--- src/rtl/unidade_controle_geogenius.sv ---
// Geogenius game control unit: Moore FSM sequencing LED display,
// player move capture, comparison, scoring and timeout handling.
module unidade_controle_geogenius #(
  parameter bit TIMEOUT_ATIVO = 1'b1
) (
  input  logic       clock,
  input  logic       reset,
  input  logic       iniciar,
  input  logic       fez_jogada,
  input  logic       jogada_igual_memoria,
  input  logic       ultima_jogada,
  input  logic       deu_timeout,
  input  logic       fim_timer_led,
  input  logic       fim_timer_resultado,
  output logic       zera_contador_jogada,
  output logic       zera_contador_score,
  output logic       zera_timer_led,
  output logic       zera_timer_resultado,
  output logic       zera_timeout,
  output logic       zeraR,
  output logic       conta_jogada,
  output logic       conta_score,
  output logic       conta_timer_led,
  output logic       conta_timer_resultado,
  output logic       conta_timeout,
  output logic       registraR,
  output logic       liga_led,
  output logic       pronto,
  output logic       acertou,
  output logic       errou,
  output logic       timeout,
  output logic [3:0] db_estado
);

  typedef enum logic [3:0] {
    INICIAL        = 4'h0,
    PREPARA        = 4'h1,
    MOSTRA_LED     = 4'h2,
    INICIA_JOGADA  = 4'h3,
    ESPERA         = 4'h4,
    REGISTRA       = 4'h5,
    COMPARA        = 4'h6,
    PONTUA         = 4'h7,
    MOSTRA_ACERTO  = 4'h8,
    MOSTRA_ERRO    = 4'h9,
    MOSTRA_TIMEOUT = 4'hA,
    DECIDE         = 4'hB,
    PROXIMA        = 4'hC,
    CARREGA        = 4'hD,
    FIM            = 4'hE
  } estado_t;

  estado_t estado;

  always_ff @(posedge clock or negedge reset) begin
    if (!reset) begin
      estado <= INICIAL;
    end else begin
      case (estado)
        INICIAL:
          if (iniciar) estado <= PREPARA;
        PREPARA:
          estado <= MOSTRA_LED;
        MOSTRA_LED:
          if (fim_timer_led) estado <= INICIA_JOGADA;
        INICIA_JOGADA:
          estado <= ESPERA;
        // a move wins over a simultaneous timeout
        ESPERA:
          if (fez_jogada)
            estado <= REGISTRA;
          else if (deu_timeout && TIMEOUT_ATIVO)
            estado <= MOSTRA_TIMEOUT;
        REGISTRA:
          estado <= COMPARA;
        COMPARA:
          estado <= jogada_igual_memoria ? PONTUA
                                         : MOSTRA_ERRO;
        PONTUA:
          estado <= MOSTRA_ACERTO;
        MOSTRA_ACERTO, MOSTRA_ERRO, MOSTRA_TIMEOUT:
          if (fim_timer_resultado) estado <= DECIDE;
        // last flag checked before the round counter advances
        DECIDE:
          estado <= ultima_jogada ? FIM : PROXIMA;
        PROXIMA:
          estado <= CARREGA;
        CARREGA:
          estado <= MOSTRA_LED;
        FIM:
          if (iniciar) estado <= PREPARA;
        default:
          estado <= INICIAL;
      endcase
    end
  end

  always_comb begin
    zera_contador_jogada  = 1'b0;
    zera_contador_score   = 1'b0;
    zera_timer_led        = 1'b0;
    zera_timer_resultado  = 1'b0;
    zera_timeout          = 1'b0;
    zeraR                 = 1'b0;
    conta_jogada          = 1'b0;
    conta_score           = 1'b0;
    conta_timer_led       = 1'b0;
    conta_timer_resultado = 1'b0;
    conta_timeout         = 1'b0;
    registraR             = 1'b0;
    liga_led              = 1'b0;
    pronto                = 1'b0;
    acertou               = 1'b0;
    errou                 = 1'b0;
    timeout               = 1'b0;
    case (estado)
      PREPARA: begin
        zera_contador_jogada = 1'b1;
        zera_contador_score  = 1'b1;
        zera_timer_led       = 1'b1;
        zera_timer_resultado = 1'b1;
        zera_timeout         = 1'b1;
        zeraR                = 1'b1;
      end
      MOSTRA_LED: begin
        liga_led        = 1'b1;
        conta_timer_led = 1'b1;
      end
      INICIA_JOGADA: begin
        zera_timer_led = 1'b1;
        zera_timeout   = 1'b1;
        zeraR          = 1'b1;
      end
      ESPERA:   conta_timeout = 1'b1;
      REGISTRA: registraR     = 1'b1;
      PONTUA:   conta_score   = 1'b1;
      MOSTRA_ACERTO: begin
        acertou               = 1'b1;
        liga_led              = 1'b1;
        conta_timer_resultado = 1'b1;
      end
      MOSTRA_ERRO: begin
        errou                 = 1'b1;
        liga_led              = 1'b1;
        conta_timer_resultado = 1'b1;
      end
      MOSTRA_TIMEOUT: begin
        timeout               = 1'b1;
        errou                 = 1'b1;
        conta_timer_resultado = 1'b1;
      end
      DECIDE:  zera_timer_resultado = 1'b1;
      PROXIMA: conta_jogada         = 1'b1;
      CARREGA: zera_timer_led       = 1'b1;
      FIM:     pronto               = 1'b1;
      default: ;
    endcase
  end

  assign db_estado = estado;

endmodule

--- config.mk ---
export PLATFORM = sky130hd
export DESIGN_NAME = unidade_controle_geogenius
export DESIGN_NICKNAME = d
export VERILOG_FILES = /design/src/rtl/unidade_controle_geogenius.sv
export SDC_FILE = /design/constraint.sdc
export NUM_CORES = 1
export LEC_CHECK = 0
export ABC_AREA = 1
export CAP_MARGIN = 5
export CORE_AREA = 2 2 42 44
export DETAILED_ROUTE_END_ITERATION = 6
export DIE_AREA = 0 0 44 46
export PLACE_DENSITY = 0.75
export SLEW_MARGIN = 20
export SYNTH_ARGS = -nofsm -noshare
export SYNTH_HDL_FRONTEND = slang
export SYNTH_SLANG_ARGS = --single-unit
--- constraint.sdc ---
create_clock -name clock -period 3.59 [get_ports clock]
set_input_delay 0.718 -clock clock [delete_from_list [all_inputs] [get_ports clock]]
set_output_delay 0.718 -clock clock [all_outputs]
set_load 0.01 [all_outputs]
==> results.ini <==
[worst_setup_path]
endpoint_kind=output pin
startpoint=db_estado[3]
critPathLaunchType=flop
critPathArrivalTime_ps=1810
r2r_start=db_estado[1]
path_max_fanout=7
crit_required_ps=2870
rr_worst_depth=8
crit_type=flop to output pin

[synthesis]
syn_area_per_cell_um2=5.04
synthCells=100
syn_area_um2=504
yosys_warnings=0
syn-num-nets=109
seq_area_frac_synth=0.199
yosysUniqueCellTypes=13
ys_ff_latch=4

[power_and_ir_drop]
p_leak_nw=0.514
p_sw_mw=0.354
ir_drop_mv=0.353
power_frac_comb=0.777
seqPwrFrac=0.149
p_sw_frac=0.492
clockPowerShare=0.074
p_int_mw=0.366
cellPowerDensity_nw_per_um2=875

[finish]
multiInputGateArea_um2=310
largest_register_ffs=4
post-route-util=0.510
finalNonFillerCells=147
drive_above_1_share=0.0923
areaGrowthSynthToFinish_pct=63.3
nNetsFinal=141
fin_area_um2=823
layout_common_cells=41 x nand2_1, 29 x clkdlybuf4s50_1, 20 x inv_1
diodes=0
seq_area_um2=100
fill_cells=163
final_common_cell=nand2_1

[clock_network]
cts.sinks=4
cts.clk_slew.worst_paths_ps=30
clk_path_buf_depth=2
root_buffer=clkbuf_4
cts_tree=yes
ctsResizeCount=0
cts_htree_levels=1
post_cts_buffers=0
postCtsHoldBufs=0
cts_buffers=3
clk-insertion-delay-late_ps=230

[sta]
fin_ws_ps=1070
tightest_slew_ps=288
post-route-min-period_ps=2520
clock.fmax_ghz=0.396
final.period_utilization=0.703
relSlewSlack=0.807
rsz0062_at_grt=no
setup_viol=0
report.final.slew_viol_count=0
fin_tns_setup_ps=0
hold_viol=0
fin_skew_ps=0.859

[die]
initial_core_util=0.312
rows=15
fp.dieH_um=46
die_w_um=44
core-area_um2=1610
die_area_um2=2020
io_pins=30

[min_path]
hold_path.class=flop to flop
worstHoldStart=db_estado[2]
whs_path_depth=2

[routing]
vias=682
post-route-drc-count=0
drt_iter0_markers=8
wl_per_cell_um=9.77
wl_mm=1.44
avgViaCountPerCell=4.64
antenna_left=0
first_pass_iters=4

[place]
placed_area_um2=801
port_buffers=29
dp_slack_ps=1310
hpwl_mm=1.25
dp_cells=144
gp_congestion=0.836

[flow_run]
cap_violations=0

[outcome]
status=complete, no violations

[global_route]
grt_pass1_wl_mm=2.39
grt_start_max_net_pins=9
antenna_found_initial=0
overflow=0
grt_usage=0.160
first_global_vias=601

[cell families (layout without fill, tap and decap cells)]
kind of cell,count (synthesis),in the layout,share of synthesized area
compound gates,3,3,0.0298
simple gates,70,70,0.586
flops,4,4,0.199
buf+inv,23,53,0.186
[path summary, 6_finish.rpt]
check	endpoint	slack, ps
max	errou	1070
min	db_estado[2]	590
max reg2reg	db_estado[1]	2210
min reg2reg	db_estado[2]	590
max in group asynchronous	db_estado[1]	2750
min in group asynchronous	db_estado[2]	680
[worst max-delay path, cell delays in order, from the launching register on]
cell and delay, ps:
dfrtp_1 430, inv_1 100, nor2_1 210, nand2_1 180, nor2_1 120, clkdlybuf4s50_1 540
[power groups by stage]
stage,Clock (mW),Sequential (mW),Combinational (mW)
after floorplan,0,0.112,0.316
after global placement,0,0.107,0.556
after detailed placement,0,0.108,0.562
after CTS,0.0562,0.108,0.564
after global routing,0.0617,0.114,0.625
final,0.0531,0.108,0.560
[cell usage after synthesis]
cell type	count	area (um^2)
nor2_2	3	18.8
inv_1	20	75.1
nand3_2	1	10.0
nand2_2	4	25.0
inv_2	1	3.75
buf_4	2	15.0
nand2_1	41	154
nor3_1	2	10.0
o21ai_0	1	5.00
dfrtp_1	4	100
nand3_1	5	25.0
a21oi_1	2	10.0
nor2_1	14	52.6
[metal layers]
| metal | global-route usage | part of all wire | up-vias | wire length (um) |
|---|---|---|---|---|
| met5 | 0 | 0 | - | 0 |
| li1 | - | - | 352 | - |
| met2 | 0.294 | 0.51 | 29 | 739 |
| met4 | 0.0727 | 0.013 | 0 | 19 |
| met1 | 0.181 | 0.41 | 299 | 595 |
| met3 | 0.0238 | 0.057 | 2 | 82 |
[through the flow]
stage / power (mW) / hold slack, ps
detailed placement: 0.670 / 581
floorplan: 0.428 / 422
finish: 0.720 / 591
global route: 0.800 / 638
global placement: 0.663 / 562
CTS: 0.728 / 594
[layout make-up]
type,count,area share
repair buffers,29,0.353
flip-flops and latches,4,0.122
clock buffers,3,0.0274
inverters,21,0.0957
well taps,17,0.0258
multi-input cells,73,0.377
Note: power is estimated with default switching activity, not from simulation.
